$ cat src/rtl/ofdm_framer_pkg.sv
// Shared types and helpers for the OFDM frame sequencer: state encoding,
// config beat count and the parameter legality check.
package ofdm_framer_pkg;

  typedef enum logic [1:0] {
    IDLE = 2'd0,
    SYNC = 2'd1,
    DATA = 2'd2
  } seq_state_e;

  function automatic int unsigned cfg_beats(input int unsigned width,
                                            input int unsigned carriers);
    return carriers / width;
  endfunction

  // Sync word must split into a whole, non-zero number of config beats.
  function automatic bit cfg_params_ok(input int unsigned width,
                                       input int unsigned carriers);
    return (width != 0) && (carriers >= width) && ((carriers % width) == 0);
  endfunction

endpackage

$ cat src/rtl/sync_word_shadow.sv
// Config-stream loader: assembles the sync word into a shadow register and
// holds it pending until the sequencer is idle and can commit it.
module sync_word_shadow
  import ofdm_framer_pkg::*;
#(
  parameter int unsigned CARRIERS = 800,
  parameter int unsigned CFG_W    = 32
) (
  input  logic                clk,
  input  logic                rst,
  input  logic [CFG_W-1:0]    tdata,
  input  logic                tvalid,
  input  logic                tlast,
  output logic                tready,
  input  logic                idle,
  output logic                pending,
  output logic [CARRIERS-1:0] shadow,
  output logic                commit,
  output logic                cfg_error
);

  localparam int unsigned BEATS = cfg_beats(CFG_W, CARRIERS);
  localparam int unsigned CNT_W = (BEATS > 1) ? $clog2(BEATS) : 1;
  localparam logic [CNT_W-1:0] LAST_BEAT = CNT_W'(BEATS - 1);

  logic [CNT_W-1:0]    cnt_q, cnt_d;
  logic [CARRIERS-1:0] shadow_q, shadow_d;
  logic                pending_q, pending_d;
  logic                err_q, err_d;
  logic                accept;

  assign tready = !pending_q && !rst;
  assign accept = tvalid && tready;
  assign commit = pending_q && idle;

  // Beat placement and packet framing checks.
  always_comb begin
    cnt_d     = cnt_q;
    shadow_d  = shadow_q;
    pending_d = pending_q;
    err_d     = 1'b0;
    if (commit) begin
      pending_d = 1'b0;
    end
    if (accept) begin
      shadow_d[32'(cnt_q) * CFG_W +: CFG_W] = tdata;
      if (cnt_q == LAST_BEAT) begin
        cnt_d = '0;
        if (tlast) begin
          pending_d = 1'b1;
        end else begin
          err_d = 1'b1;
        end
      end else if (tlast) begin
        cnt_d = '0;
        err_d = 1'b1;
      end else begin
        cnt_d = cnt_q + CNT_W'(1);
      end
    end
  end

  always_ff @(posedge clk or posedge rst) begin
    if (rst) begin
      cnt_q     <= '0;
      shadow_q  <= '0;
      pending_q <= 1'b0;
      err_q     <= 1'b0;
    end else begin
      cnt_q     <= cnt_d;
      shadow_q  <= shadow_d;
      pending_q <= pending_d;
      err_q     <= err_d;
    end
  end

  assign pending   = pending_q;
  assign shadow    = shadow_q;
  assign cfg_error = err_q;

endmodule

$ cat src/rtl/ofdm_frame_sequencer.sv
// Sequences each OFDM frame as one sync symbol plus N data symbols and owns
// the committed sync word. Define FRAME_COUNT_EN to add the frame_count output.
module ofdm_frame_sequencer
  import ofdm_framer_pkg::*;
#(
  parameter int unsigned USED_CARRIERS = 800,
  parameter int unsigned CFG_WIDTH     = 32,
  parameter int unsigned SYMS_W        = 8
) (
  input  logic                     aclk,
  input  logic                     areset,
  input  logic [CFG_WIDTH-1:0]     s_axis_config_tdata,
  input  logic                     s_axis_config_tvalid,
  input  logic                     s_axis_config_tlast,
  output logic                     s_axis_config_tready,
  input  logic                     start,
  input  logic [SYMS_W-1:0]        num_data_syms,
  output logic                     sym_valid,
  input  logic                     sym_ready,
  output logic                     sym_sel,
  output logic                     frame_last,
  output logic [USED_CARRIERS-1:0] sync_word,
  output logic                     busy,
  output logic                     sync_loaded,
`ifdef FRAME_COUNT_EN
  output logic [15:0]              frame_count,
`endif
  output logic                     cfg_error
);

  if (!cfg_params_ok(CFG_WIDTH, USED_CARRIERS)) begin : g_bad_params
    $error("USED_CARRIERS must be a non-zero multiple of CFG_WIDTH");
  end

  seq_state_e               state_q, state_d;
  logic [SYMS_W-1:0]        n_q, n_d;
  logic [SYMS_W-1:0]        rem_q, rem_d;
  logic [USED_CARRIERS-1:0] sync_word_q, sync_word_d;
  logic                     sync_loaded_q, sync_loaded_d;
  logic                     sym_valid_q, sym_valid_d;
  logic                     sym_sel_q, sym_sel_d;
  logic                     frame_last_q, frame_last_d;
  logic                     busy_q, busy_d;
  logic                     pending;
  logic                     commit;
  logic [USED_CARRIERS-1:0] shadow;

  sync_word_shadow #(
    .CARRIERS (USED_CARRIERS),
    .CFG_W    (CFG_WIDTH)
  ) u_shadow (
    .clk       (aclk),
    .rst       (areset),
    .tdata     (s_axis_config_tdata),
    .tvalid    (s_axis_config_tvalid),
    .tlast     (s_axis_config_tlast),
    .tready    (s_axis_config_tready),
    .idle      (state_q == IDLE),
    .pending   (pending),
    .shadow    (shadow),
    .commit    (commit),
    .cfg_error (cfg_error)
  );

  // Frame FSM; symbol outputs are registered from the next state so they
  // track the state register with no extra latency.
  always_comb begin
    state_d       = state_q;
    n_d           = n_q;
    rem_d         = rem_q;
    sync_word_d   = sync_word_q;
    sync_loaded_d = sync_loaded_q;
    if (commit) begin
      sync_word_d   = shadow;
      sync_loaded_d = 1'b1;
    end
    unique case (state_q)
      IDLE: begin
        if (start && (sync_loaded_q || commit)) begin
          n_d     = num_data_syms;
          state_d = SYNC;
        end
      end
      SYNC: begin
        if (sym_ready) begin
          if (n_q == '0) begin
            state_d = IDLE;
          end else begin
            rem_d   = n_q;
            state_d = DATA;
          end
        end
      end
      DATA: begin
        if (sym_ready) begin
          if (rem_q == SYMS_W'(1)) begin
            state_d = IDLE;
          end else begin
            rem_d = rem_q - SYMS_W'(1);
          end
        end
      end
      default: state_d = IDLE;
    endcase
    sym_valid_d  = (state_d != IDLE);
    sym_sel_d    = (state_d == DATA);
    frame_last_d = ((state_d == SYNC) && (n_d == '0)) ||
                   ((state_d == DATA) && (rem_d == SYMS_W'(1)));
    busy_d       = (state_d != IDLE);
  end

  always_ff @(posedge aclk or posedge areset) begin
    if (areset) begin
      state_q       <= IDLE;
      n_q           <= '0;
      rem_q         <= '0;
      sync_word_q   <= '0;
      sync_loaded_q <= 1'b0;
      sym_valid_q   <= 1'b0;
      sym_sel_q     <= 1'b0;
      frame_last_q  <= 1'b0;
      busy_q        <= 1'b0;
    end else begin
      state_q       <= state_d;
      n_q           <= n_d;
      rem_q         <= rem_d;
      sync_word_q   <= sync_word_d;
      sync_loaded_q <= sync_loaded_d;
      sym_valid_q   <= sym_valid_d;
      sym_sel_q     <= sym_sel_d;
      frame_last_q  <= frame_last_d;
      busy_q        <= busy_d;
    end
  end

`ifdef FRAME_COUNT_EN
  logic [15:0] frame_count_q, frame_count_d;

  always_comb begin
    frame_count_d = frame_count_q;
    if (sym_valid_q && sym_ready && frame_last_q) begin
      frame_count_d = frame_count_q + 16'd1;
    end
  end

  always_ff @(posedge aclk or posedge areset) begin
    if (areset) begin
      frame_count_q <= '0;
    end else begin
      frame_count_q <= frame_count_d;
    end
  end

  assign frame_count = frame_count_q;
`endif

  assign sym_valid   = sym_valid_q;
  assign sym_sel     = sym_sel_q;
  assign frame_last  = frame_last_q;
  assign sync_word   = sync_word_q;
  assign busy        = busy_q;
  assign sync_loaded = sync_loaded_q;

endmodule

$ cat config.mk
export PLATFORM = sky130hd
export DESIGN_NAME = ofdm_frame_sequencer
export DESIGN_NICKNAME = d
export VERILOG_FILES = /design/src/rtl/ofdm_framer_pkg.sv /design/src/rtl/sync_word_shadow.sv /design/src/rtl/ofdm_frame_sequencer.sv
export SDC_FILE = /design/constraint.sdc
export NUM_CORES = 2
export LEC_CHECK = 0
export ABC_AREA = 1
export CORE_AREA = 2 2 336 338
export CTS_BUF_LIST = sky130_fd_sc_hd__clkbuf_8
export DETAILED_ROUTE_END_ITERATION = 12
export DIE_AREA = 0 0 338 340
export DONT_BUFFER_PORTS = 1
export GPL_TIMING_DRIVEN = 0
export PLACE_DENSITY_LB_ADDON = 0.2
export SLEW_MARGIN = 20
export SYNTH_ARGS = -nofsm -noshare
export SYNTH_HDL_FRONTEND = slang
export SYNTH_SLANG_ARGS = --single-unit
$ cat constraint.sdc
create_clock -name aclk -period 102.6 [get_ports aclk]
set_input_delay 15.39 -clock aclk [delete_from_list [all_inputs] [get_ports aclk]]
set_output_delay 15.39 -clock aclk [all_outputs]
set_load 0.05 [all_outputs]
==> impl_results.md <==
* Top-area cell type share of the netlist area at 62.8%
* Port bufs at 0
* Max Freq at 31.8 MHz
* Status: finished clean
* Layout cells sized above 1 at 17.7%
* Sequential share of the synthesized area at 62.8%
* Overflow after GRT at 0
* H-tree Lvls at 5
* Initial antenna violation count at 12
* Cells after Synth at 6065
* Area leader, netlist: dfrtp_1
* CTS tree: done
* Antenna Nets Post-Route at 0
* Total number of vias at 49500
* Worst-margin pin slew at 1.34 ns
* EDFF count, synth at 0
* # setup viols final at 0
* Layout net count at 6421
* Endpoint type of the worst setup path: primary output
* GRT Util Overall at 41.6%
* Hold Fails Final Rpt at 0
* Placed inst area at 67300 sq um
* Max-cap violations at 0
* Largest net degree at the start of global routing at 112
* Worst skew pair latency at 0.96 ns
* Minimum clock period at 31.45 ns
* Hpwl dp at 182000 microns
* Setup Fix Bufs, Post-CTS at 0
* DRT iter0 DRCs at 5085
* Initial Util at 58.2%
* Slowest stage cell on the critical path: nor2_1
* Worst EP required at 87.21 ns
* Fraction of the cycle the final worst path needs at 30.6%
* Setup Crit Path Kind: input port to primary output
* Root Driver: clkbuf_8
* Resized cells post-CTS at 0
* Ranking of synthesized cells by area: dfrtp_1, mux2_2, nand2_1
* Crit path buffers/inverters at 0
* Final instance area at 72700 sq um
* Synth Area per Inst at 10.7 sq um
* Final WS setup at 71.15 ns
* Routability cong. at 1.02
* Synth warn at 0
* Core Area at 112000 sq um
* Synth Net Count at 6120
* Residual DRC at 0
* Area Growth Syn to Fin at 12.0%
* Hold_buf cts at 0
* Reg area at 40800 sq um
* CP cell instances: nor2_1
* Worst setup SP type: input port
* Reg2Reg Setup Slack at 97.75 ns
* Distinct cells, synth at 37
* Tot Pwr at 1.48 mW
* Drt wl/cell at 29.6 microns
* Top delay family on crit path: simple AND/OR/NAND/NOR gates
* DIE AREA at 115000 sq um
* Ys flop type: dfrtp_1
* Post-synthesis async set-or-reset flop share at 100%
* Hold WC Path Type: flip-flop to flip-flop
* Die span in y at 340 microns
* Core Rows at 123
* First-pass GRT wire length at 340000 microns
* Final setup TNS at 0 ns
* RSZ-0062 raised after global routing: false
* VDD IR max at 17.8 uV
* Drt total wl at 239000 microns
* Critical Path Fanout Max at 3
* Pre-CTS WS at 71.15 ns
* # fillers at 8931
* Leak Pwr at 34.8 nW
* CP arrival at 16.06 ns
* Reg clk slew, reported paths at 0.06 ns
* First-pass DRT Iterations at 6
* Worst path max stage delay at 0.66 ns
* Relative slew slack at 10.1%
* Mapped Area at 64900 sq um
* Final-report max-slew violation count at 0
* Clock skew at 0.0642 ns
* Vias in the first global route at 48600
* Synthesis-stage register bit count at 1629
* Vias per Instance at 6.15
* Inserted Clock Buffers at 281
* Multi-input logic area at 21700 sq um
* Layout Utilization at 65.1%
* DIE WIDTH at 338 microns
* CTS Sinks at 1629
* I/O pin count at 853
* CTS max path bufs at 4
* PwrDens at 20.3 nW/um^2
==> area by class of cell <==
type / count / area share (%)
plain buffers: 433 / 2.31
well taps: 1500 / 2.58
multi-input cells: 3781 / 29.9
repair buffers: 18 / 0.627
diodes: 9 / 0.0310
flip-flops and latches: 1629 / 56.1
clock inverters: 124 / 0.997
clock buffers: 336 / 6.36
inverters: 222 / 1.16
==> worst paths after layout <==
path | startpoint | to | depth (start not counted)
max | areset | s_axis_config_tready | 1
min | u_shadow.shadow[700] | sync_word[700] | 1
max reg2reg | u_shadow.cnt_q[0] | u_shadow.shadow[730] | 12
min reg2reg | u_shadow.shadow[700] | sync_word[700] | 1
max in group asynchronous | areset | u_shadow.shadow[212] | 5
min in group asynchronous | areset | sync_word[653] | 1
==> logic make-up after synthesis <==
group / after synthesis / synth area share, %
fa+ha+maj: 9 / 0.173
buf+inv: 655 / 3.85
flops: 1629 / 62.8
mux: 691 / 12.0
simple gates: 2159 / 14.0
compound gates: 922 / 7.16
==> stage by stage <==
stage          instances  hold slack, ns
2_1_floorplan       6065           0.438
3_3_place_gp        7565           0.453
3_5_place_dp        7583           0.455
4_1_cts             8043           0.470
5_1_grt             8046           0.482
6_report            8052           0.463
==> synth_stat cells (9+ instances only) <==
| library cell | count |
|---|---|
| ha_1 | 9 |
| nor2_1 | 275 |
| o31ai_1 | 10 |
| nor3_1 | 90 |
| o21ai_1 | 21 |
| nor4_1 | 28 |
| nand3_2 | 9 |
| inv_1 | 214 |
| mux2_2 | 691 |
| nand3_1 | 462 |
| nand4_1 | 23 |
| o21ai_0 | 880 |
| clkbuf_1 | 391 |
| buf_2 | 21 |
| nand2_1 | 1249 |
| buf_1 | 17 |
| dfrtp_1 | 1629 |
==> routing by layer <==
layer  vias to the layer above  wire length (microns)  global-route usage (%)
met4                        16                  18500                    26.6
met5                         -                    105                       0
met1                     25100                  84800                    50.2
met3                       722                  27300                    15.5
li1                      20900                      -                       -
met2                      2805                 108000                    63.0
==> flip-flops by register name, summed over array words and instances (netlist names) <==
register and flops:
u_shadow.pending 1, n_q 8, u_shadow.cfg_error 1, u_shadow.cnt_q 5, state_q 2, sync_loaded 1
frame_last 1, rem_q 8, busy 1, u_shadow.shadow 800, sym_sel 1, sync_word 800
==> power breakdown <==
group          switching (mW)  internal (mW)
Combinational           0.193         0.0370
Sequential             0.0107          0.661
Clock                   0.261          0.312
==> cell usage in the layout (no fill, tap or decap), types with 7 or more instances in the layout <==
cell	synthesis	layout
buf_16	0	16
o21ai_1	21	21
mux2_2	691	691
buf_1	17	17
nor3_1	90	80
ha_1	9	9
bufinv_16	0	7
inv_1	214	305
dfrtp_1	1629	1629
clkinvlp_4	0	7
nor3_2	1	11
nand3_1	462	462
buf_2	21	21
nor4_1	28	28
clkinv_2	0	13
diode_2	0	9
o31ai_1	10	10
clkbuf_1	391	381
nand2_1	1249	1249
nand4_1	23	23
clkbuf_2	0	10
clkbuf_8	0	336
nor2_1	275	274
nand3_2	9	9
o21ai_0	880	880
a21oi_1	7	7
Power figures use the tool's default switching activity.
